### config.mk
export PLATFORM = sky130hd
export DESIGN_NAME = seq_detect_sched
export DESIGN_NICKNAME = d
export VERILOG_FILES = /design/src/rtl/seq_detect_sched.sv
export SDC_FILE = /design/constraint.sdc
export NUM_CORES = 1
export LEC_CHECK = 0
export ABC_AREA = 1
export BUFFER_PORTS_ARGS = -buffer_cell sky130_fd_sc_hd__clkbuf_2
export CAP_MARGIN = 10
export CORE_AREA = 3 3 67 93
export CTS_BUF_LIST = sky130_fd_sc_hd__clkbuf_8 sky130_fd_sc_hd__clkbuf_16
export CTS_CLUSTER_SIZE = 25
export DETAILED_ROUTE_END_ITERATION = 8
export DIE_AREA = 0 0 70 96
export GPL_TIMING_DRIVEN = 0
export PLACE_DENSITY = 0.84
export SYNTH_ARGS = -nofsm -noshare
export SYNTH_HDL_FRONTEND = slang
export SYNTH_SLANG_ARGS = --single-unit
### constraint.sdc
create_clock -name clk -period 3.8 [get_ports clk]
set_input_delay 0.38 -clock clk [delete_from_list [all_inputs] [get_ports clk]]
set_output_delay 0.38 -clock clk [all_outputs]
set_load 0.005 [all_outputs]
### src/rtl/seq_detect_sched.sv
// Round-robin scheduler sharing one overlapping "1101" detector across NUM_CH
// serial lanes, with per-lane saved detector state and saturating match counters.
module seq_detect_sched #(
  parameter int NUM_CH = 4,
  parameter int CH_W   = $clog2(NUM_CH),
  parameter int CNT_W  = 8
) (
  input  logic              clk,
  input  logic              rst,
  input  logic              en,
  input  logic [NUM_CH-1:0] bit_valid,
  input  logic [NUM_CH-1:0] bit_in,
  output logic [NUM_CH-1:0] bit_ready,
  input  logic [NUM_CH-1:0] ch_flush,
  input  logic              clr_cnt,
  output logic              match_valid,
  output logic [CH_W-1:0]   match_ch,
  input  logic [CH_W-1:0]   cnt_sel,
  output logic [CNT_W-1:0]  cnt_out
);

  localparam logic [2:0] S0 = 3'd0;
  localparam logic [2:0] S1 = 3'd1;
  localparam logic [2:0] S2 = 3'd2;
  localparam logic [2:0] S3 = 3'd3;
  localparam logic [2:0] S4 = 3'd4;

  logic [2:0]        st [NUM_CH];
  logic [CNT_W-1:0]  cnt [NUM_CH];
  logic [CH_W-1:0]   ptr;
  logic [NUM_CH-1:0] elig;
  logic              gnt_any;
  logic [CH_W-1:0]   gnt_idx;
  logic [2:0]        nxt_st;
  logic              hit;

  function automatic logic [2:0] step(input logic [2:0] s, input logic b);
    case (s)
      S0:      step = b ? S1 : S0;
      S1:      step = b ? S2 : S0;
      S2:      step = b ? S2 : S3;
      S3:      step = b ? S4 : S0;
      S4:      step = b ? S2 : S0;
      default: step = S0;
    endcase
  endfunction

  // Flushing lanes are masked so their pending bit stays unconsumed.
  assign elig = bit_valid & ~ch_flush & {NUM_CH{en & ~rst}};

  always_comb begin
    logic [CH_W-1:0] idx;
    idx     = '0;
    gnt_any = 1'b0;
    gnt_idx = '0;
    for (int i = 0; i < NUM_CH; i++) begin
      idx = CH_W'((int'(ptr) + i) % NUM_CH);
      if (!gnt_any && elig[idx]) begin
        gnt_any = 1'b1;
        gnt_idx = idx;
      end
    end
  end

  always_comb begin
    bit_ready = '0;
    if (gnt_any) bit_ready[gnt_idx] = 1'b1;
  end

  assign nxt_st = step(st[gnt_idx], bit_in[gnt_idx]);
  assign hit    = gnt_any && (nxt_st == S4);

  always_ff @(posedge clk or posedge rst) begin
    if (rst) begin
      for (int k = 0; k < NUM_CH; k++) st[k] <= S0;
    end else begin
      for (int k = 0; k < NUM_CH; k++) begin
        if (ch_flush[k]) st[k] <= S0;
        else if (gnt_any && gnt_idx == CH_W'(k)) st[k] <= nxt_st;
      end
    end
  end

  always_ff @(posedge clk or posedge rst) begin
    if (rst) begin
      ptr <= '0;
    end else if (gnt_any) begin
      ptr <= (int'(gnt_idx) == NUM_CH - 1) ? '0 : gnt_idx + 1'b1;
    end
  end

  always_ff @(posedge clk or posedge rst) begin
    if (rst) begin
      match_valid <= 1'b0;
      match_ch    <= '0;
    end else begin
      match_valid <= hit;
      if (hit) match_ch <= gnt_idx;
    end
  end

  // A clear in the same cycle as a match wins; the match pulse is still issued.
  always_ff @(posedge clk or posedge rst) begin
    if (rst) begin
      for (int k = 0; k < NUM_CH; k++) cnt[k] <= '0;
    end else if (clr_cnt) begin
      for (int k = 0; k < NUM_CH; k++) cnt[k] <= '0;
    end else begin
      for (int k = 0; k < NUM_CH; k++) begin
        if (hit && gnt_idx == CH_W'(k) && cnt[k] != '1) cnt[k] <= cnt[k] + 1'b1;
      end
    end
  end

  always_comb begin
    cnt_out = '0;
    if (int'(cnt_sel) < NUM_CH) cnt_out = cnt[cnt_sel];
  end

endmodule

Word level (Yosys, flattened, before mapping). Index checks and enable logic that the tools add are counted.

Bits in registers: 49. Bits of input ports: 18. Output and inout bits: 15. Logic and storage cells: 124.

Add/sub/neg operators: 8. Magnitude comparators: 8. Equal/unequal tests: 13. Mux-type cells: 46. Bitwise operators: 7. Reductions and logical operators: 31.

Operators by type and width (number): 8-bit 2-to-1 mux (6); 3-bit 2-to-1 mux (11); 8-bit by 1-bit adder with 8-bit output (second input constant) (4); 32-bit 2-to-1 mux (1); 8-bit != test (second input constant) (4); 1-bit logical AND (17); 8-bit binary-select mux with 2-bit select (1); 2-bit nonzero test (8); 2-bit by 3-bit less-than comparator with 1-bit output (second input constant) (5); 1-bit 2-to-1 mux (12); 2-bit 2-to-1 mux (6); 3-bit one-hot mux with 4 select lines (1); 1-bit binary-select mux with 2-bit select (5); 4-bit bitwise AND (2); 3-bit binary-select mux with 2-bit select (1); 3-bit by 2-bit == test with 1-bit output (second input constant) (2); 3-bit == test (second input constant) (2); 3-bit greater-or-equal comparator (second input constant) (2); 2-bit NOT with 3-bit output (2); 2-bit by 1-bit adder with 2-bit output (second input constant) (2); 2-bit adder (second input constant) (2); 2-bit by 1-bit == test with 1-bit output (second input constant) (2); 2-bit == test (second input constant) (2); 4-bit 2-to-1 mux (1); other kinds (10) (12).

Longest topological paths before layout. Gate-level depths: netlist (run 1).

Depth after elaboration: 28. Depth in mapped cells: 20. Depth with buffers taken out: 18.

Least setup slack after synthesis (run 1). OpenSTA, ideal clock, no wires.

Path kind: register to register. Start: register ptr[1]. End: register match_ch[1]. Library setup time: 134 ps. Data arrival time: 2268 ps. Required time: 3666 ps. Setup slack: 1398 ps. Stages on the path, launching flop included: 18. Path buffers: 3. Period minus slack after synthesis: 2402 ps. Cell sequence: dfrtp_1 > buf_6 > xnor2_1 > nand3_1 > nand2_2 > nand4_4 > nand2_4 > nand2_2 > buf_6 > nand2_1 > nand3_1 > nand2_1 > nand2_1 > nor2_8 > buf_6 > nand2_1 > nand2_1 > o21ai_1.

Cells in the longest elaborated chain, start to end: 21. Elaborated cells on any way between the ends: 44. Those cells by class: 3 x add/sub; 5 x eq/ne; 26 x mux; 1 x bitwise; 9 x reduce/logical.

Ends and longest elaborated chain: start: declaration (line 30) `logic [CH_W-1:0] ptr;`; start signal: assignment (line 88) `ptr <= (int'(gnt_idx) == NUM_CH - 1) ? '0 : gnt_idx + 1'b1;`; branches (longest 21 deep; another with 2-bit by 1-bit adder with 2-bit output); end signal: assignment (line 98) `if (hit) match_ch <= gnt_idx;`; end: declaration (line 17) `output logic [CH_W-1:0] match_ch,`.

Parallel ways; which one is timed is not known. The select of a mux whose other input is x is not followed. A chain may end at the register's enable or synchronous reset.

Final worst setup path (run 1).
Start: register ptr[0]. End: output bit_ready[3].

Cells in the longest elaborated chain, start to end: 17. Elaborated cells on any way between the ends: 31. Those cells by class: 3 x add/sub; 2 x order compare; 19 x mux; 7 x reduce/logical.

Ends and longest elaborated chain: branches (longest 11 deep; another with 2-bit by 1-bit adder with 2-bit output); 2-bit 2-to-1 mux * (line 58) `if (!gnt_any && elig[idx]) begin`; net gnt_idx[0] (line 33) `logic [CH_W-1:0] gnt_idx;`; 2-bit by 3-bit less-than comparator with 1-bit output (not written as such) / 2-bit by 1-bit greater-or-equal comparator with 1-bit output (equally long branches) (line 67) `if (gnt_any) bit_ready[gnt_idx] = 1'b1;`; 1-bit logical AND (not written as such) (line 67); 1-bit 2-to-1 mux (not written as such) (line 67); 1-bit demux with 2-bit select * (line 67); 4-bit 2-to-1 mux * (line 67); end: declaration (line 13) `output logic [NUM_CH-1:0] bit_ready,`.

Mark *: on every way through the listed nets, which the timed path passes. The select of a mux whose other input is x is not followed.

==> impl_metrics.tcl, run 1 <==
set metrics [dict create \
    synth_compound_area_share_pct 8.05 \
    p_leak_uw 0.00201 \
    dieArea_mm2 0.00672 \
    final_cells 620 \
    worst_pin_slew_ps 593 \
    crit_chain "buf_6, inv_2, nand3_1, nand3_1, nand2_1, a21oi_1, nand2_4, nand2_2, buf_6, inv_1, ha_1, nand2_1, inv_1, clkbuf_2" \
    numCtsBuffers 5 \
    slew_viol_final 0 \
    netSwitchingFraction_pct 46.6 \
    grt.overflow.total 0 \
    cts_tree "yes" \
    grt_pass1_wl_mm 14.7 \
    io_pins 33 \
    synth_flop_cell "dfrtp_1" \
    rows 32 \
    core_area_mm2 0.00553 \
    synth_edf_count 0 \
    yosys-top-cells-area "dfrtp_1 35%, nand2_1 16%, nand3_1 9.6%, nor2_1 6.5%, inv_1 6.4%" \
    grt_max_degree 32 \
    dp_hpwl_mm 6.83 \
    synthMuxAreaShare_pct 0 \
    synth-seq-cells 49 \
    post_cts_buffers 0 \
    path_class "flop to primary output" \
    synthSimpleGateAreaFrac_pct 39.5 \
    port_buffers 32 \
    yosys.area.top_type "dfrtp_1" \
    n_fill_cell 486 \
    p_switching_uw 851 \
    synth.most_common_cell "nand2_1" \
    netlist_area_mm2 0.00350 \
    grt_pass1_vias 3284 \
    max-cap-violations 0 \
    synth_cells 511 \
    cts_num_sinks 49 \
    ys_seq_area_share_pct 35.1 \
    period_needed_ps 3090 \
    wl_per_cell_um 14.3 \
    root_buffer "clkbuf_8" \
    dr.pass1.iters 5 \
    powerDensity_mw_per_mm2 474 \
    start_kind "flop" \
    cpMaxStageDelayCell "dfrtp_1" \
    comb_power_share_pct 50.8 \
    synth_cell_type_count 30 \
    drtIter0Drc 230 \
    via_per_inst 5.69 \
    route.detailed.drc 0 \
    synth_nets 537 \
    drive_gt1_share_pct 11.6 \
    fp.dieW_um 70 \
    cts-htree-levels 2 \
    peakVddDrop_uv 253 \
    cts_buffer_depth 2 \
    clock_power_share_pct 17.2 \
    intPower_uw 975 \
    dp.cells 612 \
    arrival_ps 2710 \
    end_kind "primary output" \
    drtAntennaViolNets 0 \
    fin_nets 577 \
    final_util_pct 69.7 \
    fin_tns_setup_ps 0 \
    grt_usage_pct 27.3 \
    setup_viol 0 \
    finClkSkew_ps 10.8 \
    place_congestion 0.919 \
    cts.clk_slew.worst_paths_ps 90 \
    synthXorXnorAreaFrac_pct 5.54 \
    final-hold-violation-count 0 \
    ys_async_sr_fraction_pct 100 \
    antennaDiodeCount 0 \
    power_frac_seq_pct 32.0 \
    worstHoldPathType "primary input to async pin" \
    start_util_pct 63.3 \
    status "finished, final reports clean" \
    fmax_mhz 323 \
    vias 3525 \
    synth_top_family_by_area "simple AND/OR/NAND/NOR gates" \
    fin_crit_sh_pct 81.4 \
    worst-path-max-fanout 11 \
    ys_top_cells_by_count "146 x nand2_1, 67 x nand3_1, 61 x nor2_1" \
    antenna_found_initial 0 \
    synth_top_area_share_pct 35.1 \
    wirelength_mm 8.87 \
    postCtsHoldBufs 0 \
    slowest_delay_ps 380 \
    worst_ep_required_time_ps 3420 \
    cts.repair.resized 0 \
    synth_warnings 0 \
    rsz0062_at_grt "false" \
    relSlewSlack_pct 60.3 \
    synth.avg_cell_area_um2 6.85 \
    die_y_um 96 \
    syn_to_final_growth_pct 10.2 \
    clk_latency_ps 310 \
    synth-adder-area-share_pct 2.86 \
]
registers in the layout, summed over array words and instances (netlist names):
signal,count
cnt,32
match_ch,2
match_valid,1
ptr,2
st,12
layer usage:
metal | track usage (%) | vias up | share of wire (%)
met5 | 0 | - | 0
met3 | 3.55 | 20 | 5.9
met2 | 52.4 | 150 | 53
met4 | 10.9 | 0 | 2.4
met1 | 30.5 | 1639 | 39
li1 | - | 1716 | -
worst max-delay path: cells and delay by family, from the launching register on:
family / cells / cell delay (ps)
AND/OR/NAND/NOR: 6 / 740
adder cells (fa/ha/maj): 1 / 240
AO/OA/AOI/OAI: 1 / 290
buffers and inverters: 6 / 740
flip-flops: 1 / 380
through the flow:
step	instance area, um^2	total power, uW	hold WS, ps	setup slack (ps)
detailed placement	3760	1510	430	783
CTS	3850	1820	97.2	695
floorplan	3500	1280	443	1400
finish	3850	1830	93.9	705
global placement	3740	1470	462	830
global route	3850	1970	113	515
layout make-up:
cell class	count	area [um^2]	share of cell area (%)
Inverter	62	233	6.04
Clock buffer	5	68.8	1.79
Timing Repair Buffer	33	180	4.68
Sequential cell	49	1230	31.8
Multi-Input combinational cell	386	1960	50.8
Clock inverter	3	21.3	0.552
Tap cell	68	85.1	2.21
Buffer	14	82.6	2.14
placed cells by master (no fill, tap or decap), types with 10 or more instances in the layout:
master	n
a21oi_1	24
inv_1	59
dfrtp_1	49
nand2_1	146
clkbuf_1	10
nor2_1	61
nand3_1	67
clkbuf_2	32
xor2_1	15
o21ai_0	22
cells by family (layout without fill, tap and decap cells):
group / count (synthesis) / count (layout)
flops: 49 / 49
buf+inv: 76 / 117
fa+ha+maj: 8 / 8
compound gates: 55 / 55
simple gates: 303 / 303
xor+xnor: 20 / 20
final timing paths:
kind,startpoint,to,slack [ps],cells after the start
setup reg to reg,ptr[0],cnt[12],820,16
min in group clk,ch_flush[3],st[2],300,2
setup / recovery,ptr[0],bit_ready[3],710,14
max in group asynchronous,rst,cnt[31],3200,3
hold reg to reg,st[4],st[4],490,2
hold / removal,rst,cnt[8],90,2
power by group through the flow:
stage / registers (uW) / logic, uW / clock network, uW
6_report: 585 / 928 / 314
5_1_grt: 589 / 1040 / 342
4_1_cts: 584 / 920 / 320
3_5_place_dp: 595 / 917 / 0
3_3_place_gp: 593 / 880 / 0
2_1_floorplan: 591 / 690 / 0
Power figures use the tool's default switching activity.
==> run 2, diff against run 1 <==
- CORE_AREA: 3 3 67 93 -> 3 3 73 102
- DIE_AREA: 0 0 70 96 -> 0 0 76 105
- PLACE_DENSITY: 0.84 -> 0.74
- clock period: 3.8 -> 2.5 ns (I/O delays scaled with it)
==> impl_metrics.tcl, run 2 (synthesis gave the netlist of run 1 again) <==
set metrics [dict create \
    drive_gt1_share_pct 30.7 \
    worst-path-max-fanout 7 \
    final-hold-violation-count 0 \
    rows 35 \
    status "complete, but fails checks" \
    rsz0062_at_grt "true" \
    rrSetupSlack_ps -120 \
    wirelength_met1_mm 4.04 \
    p_switching_uw 1800 \
    cts_tree "yes" \
    largest_reg_flops 32 \
    end_kind "primary output" \
    holdPathEnd "st[2]" \
    worstReg2RegEnd "st[10]" \
    cts.clk_slew.worst_paths_ps 90 \
    clock_power_share_pct 13.2 \
    setup_ws_ps -124 \
    die_y_um 105 \
    layout_common_cells "99 x nand2_1, 60 x nor2_1, 52 x inv_1" \
    grt_usage_pct 25.4 \
    route.detailed.drc 0 \
    period_needed_ps 2620 \
    vias 3694 \
    n_fill_cell 543 \
    via_per_inst 5.51 \
    dp_worst_setup_slack_ps -440 \
    comb_power_share_pct 63.5 \
    drtIter0Drc 262 \
    io_pins 33 \
    start_util_pct 52.9 \
    root_buffer "clkbuf_8" \
    port_buffers 32 \
    wirelength_mm 10.4 \
    dr.pass1.iters 6 \
    netSwitchingFraction_pct 47.0 \
    peakVddDrop_uv 414 \
    relSlewSlack_pct 58.1 \
    path_class "flop to primary output" \
    worst_ep_required_time_ps 2250 \
    fp.dieW_um 76 \
    final_util_pct 69.5 \
    arrival_ps 2370 \
    grt_pass1_wl_mm 16.5 \
    crit_chain "buf_8, xor2_4, nand3_2, nand2_4, nand4_4, nor2_1, nor2_4, buf_4, ha_4, nand2_1, inv_2, clkbuf_2" \
    min_from "ch_flush[3]" \
    cts_buffer_depth 2 \
    power_frac_seq_pct 23.4 \
    powerDensity_mw_per_mm2 832 \
    wl_per_cell_um 15.5 \
    grt_pass1_vias 3573 \
    multi_input_area_mm2 0.00240 \
    finalPower_uw 3820 \
    met2WireLength_mm 5.56 \
    worstHoldPathType "primary input to flop" \
    min_path_cells 2 \
    clk_latency_ps 310 \
    cts-htree-levels 2 \
    slowest_delay_ps 380 \
    fin_nets 604 \
    regArea_mm2 0.00123 \
    fmax_mhz 381 \
    worst_pin_slew_ps 628 \
    p_leak_uw 0.00226 \
    cpMaxStageDelayCell "dfrtp_1" \
    antenna_found_initial 0 \
    dieArea_mm2 0.00798 \
    antennaDiodeCount 0 \
    fin_crit_sh_pct 105 \
    finClkSkew_ps 6.30 \
    start_kind "flop" \
    top_regs "cnt: 32 flops, st: 12 flops" \
    setup_viol 27 \
    drtAntennaViolNets 0 \
    core_area_mm2 0.00661 \
    numCtsBuffers 5 \
    rr_startpoint "ptr[0]" \
    reg2reg_depth 20 \
    cts_num_sinks 49 \
    slew_viol_final 0 \
    grt.overflow.total 0 \
    syn_to_final_growth_pct 31.4 \
    layout_commonest_cell "nand2_1" \
    dp_hpwl_mm 6.94 \
    place_congestion 0.902 \
    intPower_uw 2030 \
    top_register "cnt" \
    grt_max_degree 35 \
    highest_layer "met4" \
    met3_wirelength_um 492 \
    max-cap-violations 0 \
    violations "setup timing" \
]
-- run 2: changes by cell type in the layout (fill, tap and decap cells not counted), sizes merged --
cell / change
clkbuf: +1
clkinv: +2
dlygate4sd3: +1
clkinvlp: -1
buf: +26
inv: -2
-- run 2: critical path: cells and delay by family, from the launching register on --
family	cells	cell delay, ps
AND/OR/NAND/NOR	6	810
XOR/XNOR	1	220
adder cells (fa/ha/maj)	1	160
flip-flops	1	380
buffers and inverters	4	490
-- run 2: area by class of cell --
| class | instances | area share, % |
|---|---|---|
| multi-input combinational | 386 | 52.3 |
| sequential | 49 | 26.7 |
| timing repair buffer | 60 | 9.01 |
| inverter | 62 | 5.39 |
| tap | 92 | 2.50 |
| buffer | 14 | 2.04 |
| clock buffer | 6 | 1.80 |
| clock inverter | 2 | 0.299 |
-- run 2: power groups by stage --
| stage | Clock, uW | Sequential (uW) | Combinational (uW) |
|---|---|---|---|
| final | 504 | 894 | 2430 |
| after global routing | 543 | 902 | 2590 |
| after CTS | 515 | 891 | 1970 |
| after detailed placement | 0 | 905 | 1400 |
| after global placement | 0 | 902 | 1350 |
| after floorplan | 0 | 898 | 1050 |
-- run 2: per-stage QoR --
stage,instance area (um^2),hold WS [ps],setup TNS [ps],instances
final,4600,157,-1860,671
after global routing,4600,156,-7860,671
after CTS,4280,133,-426,662
after detailed placement,3790,275,-16360,636
after global placement,3770,457,-13490,635
after floorplan,3500,313,0,511
-- run 2: worst max-delay path by stage --
| stage | start | to | slack [ps] |
|---|---|---|---|
| final | ptr[0] | bit_ready[1] | -120 |
| after global routing | ptr[0] | st[10] | -300 |
| after CTS | ptr[0] | cnt[3] | -40 |
| after detailed placement | rst | cnt[12] | -440 |
| after global placement | ch_flush[3] | cnt[18] | -390 |
| after floorplan | ptr[1] | match_ch[1] | 100 |
-- run 2: layer usage --
layer | vias to the layer above | GRT usage (%)
li1 | 1779 | -
met1 | 1737 | 28.6
met2 | 142 | 47.3
met3 | 36 | 3.62
met4 | 0 | 10.9
met5 | - | 0
-- run 2: what timing repair did --
action / CTS / global route
endpoints found under the setup margin: 51 / 51
buffers inserted: 15 / 9
cloned: 2 / 0
resized for setup: 65 / 72
pin swaps: 19 / 24
hold endpoints to repair: 15 / 0
hold buffers: 1 / 0
==> run 3, diff against run 2 <==
- SETUP_SLACK_MARGIN: not set -> 0.1
==> impl_metrics.tcl, run 3 (synthesis gave the netlist of run 1 again) <==
set metrics [dict create \
    top_register "cnt" \
    worst_ep_required_time_ps 2250 \
    wl_per_cell_um 15.7 \
    clk_latency_ps 310 \
    highest_layer "met4" \
    wirelength_mm 10.6 \
    rsz0062_at_grt "true" \
    dp_hpwl_mm 6.69 \
    grt.overflow.total 0 \
    cts_num_sinks 49 \
    cpMaxStageDelayCell "dfrtp_1" \
    dr.pass1.iters 5 \
    met3_wirelength_um 428 \
    postCtsHoldBufs 0 \
    fmax_mhz 375 \
    crit_top_cell "nand2_4" \
    grt_usage_pct 25.2 \
    start_util_pct 52.9 \
    worstHoldPathType "primary input to async pin" \
    core_area_mm2 0.00661 \
    status "complete, but fails checks" \
    slowest_delay_ps 410 \
    antennaDiodeCount 0 \
    fin_nets 609 \
    p_leak_uw 0.00234 \
    drtIter0Drc 193 \
    worst_pin_slew_ps 629 \
    dieArea_mm2 0.00798 \
    place_congestion 0.926 \
    drive_gt1_share_pct 31.5 \
    cts_tree "yes" \
    period_needed_ps 2660 \
    cts_buffer_depth 2 \
    port_buffers 32 \
    max-cap-violations 0 \
    crit_chain "buf_8, inv_8, nand3_2, nand3_2, nand2_4, a21oi_2, nand2_4, nand2_4, buf_8, buf_12, inv_8, ha_4, nand2_4, inv_2, buf_6" \
    path_class "flop to primary output" \
    end_kind "primary output" \
    wirelength_met1_mm 3.97 \
    rows 35 \
    met2WireLength_mm 5.71 \
    root_buffer "clkbuf_8" \
    slew_viol_final 0 \
    arrival_ps 2410 \
    setup_viol 47 \
    powerDensity_mw_per_mm2 875 \
    crit_buf_inv 7 \
    peakVddDrop_uv 634 \
    layout_common_cells "106 x nand2_1, 58 x nor2_1, 52 x inv_1" \
    final_util_pct 71.8 \
    grt_max_degree 27 \
    cts-htree-levels 2 \
    antenna_found_initial 0 \
    grt_pass1_wl_mm 16.4 \
    via_per_inst 5.50 \
    relSlewSlack_pct 58.1 \
    violations "hold timing, setup timing" \
    worst-path-max-fanout 6 \
    fp.dieW_um 76 \
    finClkSkew_ps 10.8 \
    holdWs_ps -1.88 \
    route.detailed.drc 0 \
    critPathTopFamily "buffers and inverters" \
    grt_pass1_vias 3576 \
    start_kind "flop" \
    syn_to_final_growth_pct 35.7 \
    dp.cells 636 \
    final-hold-violation-count 4 \
    cts.clk_slew.worst_paths_ps 100 \
    numCtsBuffers 5 \
    vias 3717 \
    drtAntennaViolNets 0 \
    final_cells 676 \
    die_y_um 105 \
    top_regs "cnt: 32 flops, st: 12 flops" \
    setup_ws_ps -163 \
    fin_crit_sh_pct 107 \
    largest_reg_flops 32 \
    layout_commonest_cell "nand2_1" \
    io_pins 33 \
]
## run 3: path summary, 6_finish.rpt
kind	start	end	slack, ps	depth (start not counted)
setup / recovery	ptr[0]	bit_ready[1]	-160	15
hold / removal	rst	st[10]	-2	2
setup reg to reg	ptr[0]	cnt[4]	-140	19
hold reg to reg	st[6]	st[6]	490	2
max in group asynchronous	rst	cnt[1]	1960	3
min in group clk	ch_flush[1]	st[8]	170	2
## run 3: per-stage QoR
stage	total power, uW	worst slack, ps	hold WS (ps)	instance area [um^2]	setup TNS, ps
final	4150	-163	-1.88	4750	-3860
after global routing	4350	-289	30.8	4750	-10610
after CTS	3650	-20.6	12.8	4470	-113
after detailed placement	2320	-477	361	3800	-17900
after global placement	2280	-409	460	3780	-14530
after floorplan	1960	127	313	3510	0
## run 3: cell type report
class | instances | area [um^2]
plain buffers | 14 | 104
clock buffers | 5 | 68.8
clock inverters | 3 | 21.3
fillers | 502 | 1870
inverters | 62 | 248
multi-input cells | 386 | 2460
flip-flops and latches | 49 | 1230
well taps | 92 | 115
repair buffers | 65 | 502
## run 3: power by group
group	internal [uW]	switching (uW)
Clock	199	292
Sequential	855	39.3
Combinational	1150	1610
Total	2210	1950
## run 3: what timing repair did
action / 4_1_cts / 5_1_grt
endpoints found under the hold margin: 0 / 0
endpoints found under the setup margin: 51 / 51
pin swaps: 24 / 24
cloned: 2 / 0
gates resized for setup: 87 / 57
setup buffers: 23 / 7
## run 3: worst reg2reg max path, stage by stage (launching register included)
cell and delay (ps):
dfrtp_1 410, buf_8 160, inv_8 80, nand3_2 140
nand3_2 100, nand2_1 110, nand4_4 160, buf_4 140
nor2_4 30, nor2_4 120, buf_12 150, nand3_2 100
nand2_4 110, nand2_4 70, nor2_8 150, buf_12 140
nand4_4 150, nand2_4 140, nand2_1 70, nand2_1 50
## run 3: metal layers
layer	vias to the layer above	GRT usage, %
li1	1787	-
met1	1750	27.4
met2	134	47.1
met3	46	3.36
met4	0	13.3
met5	-	0
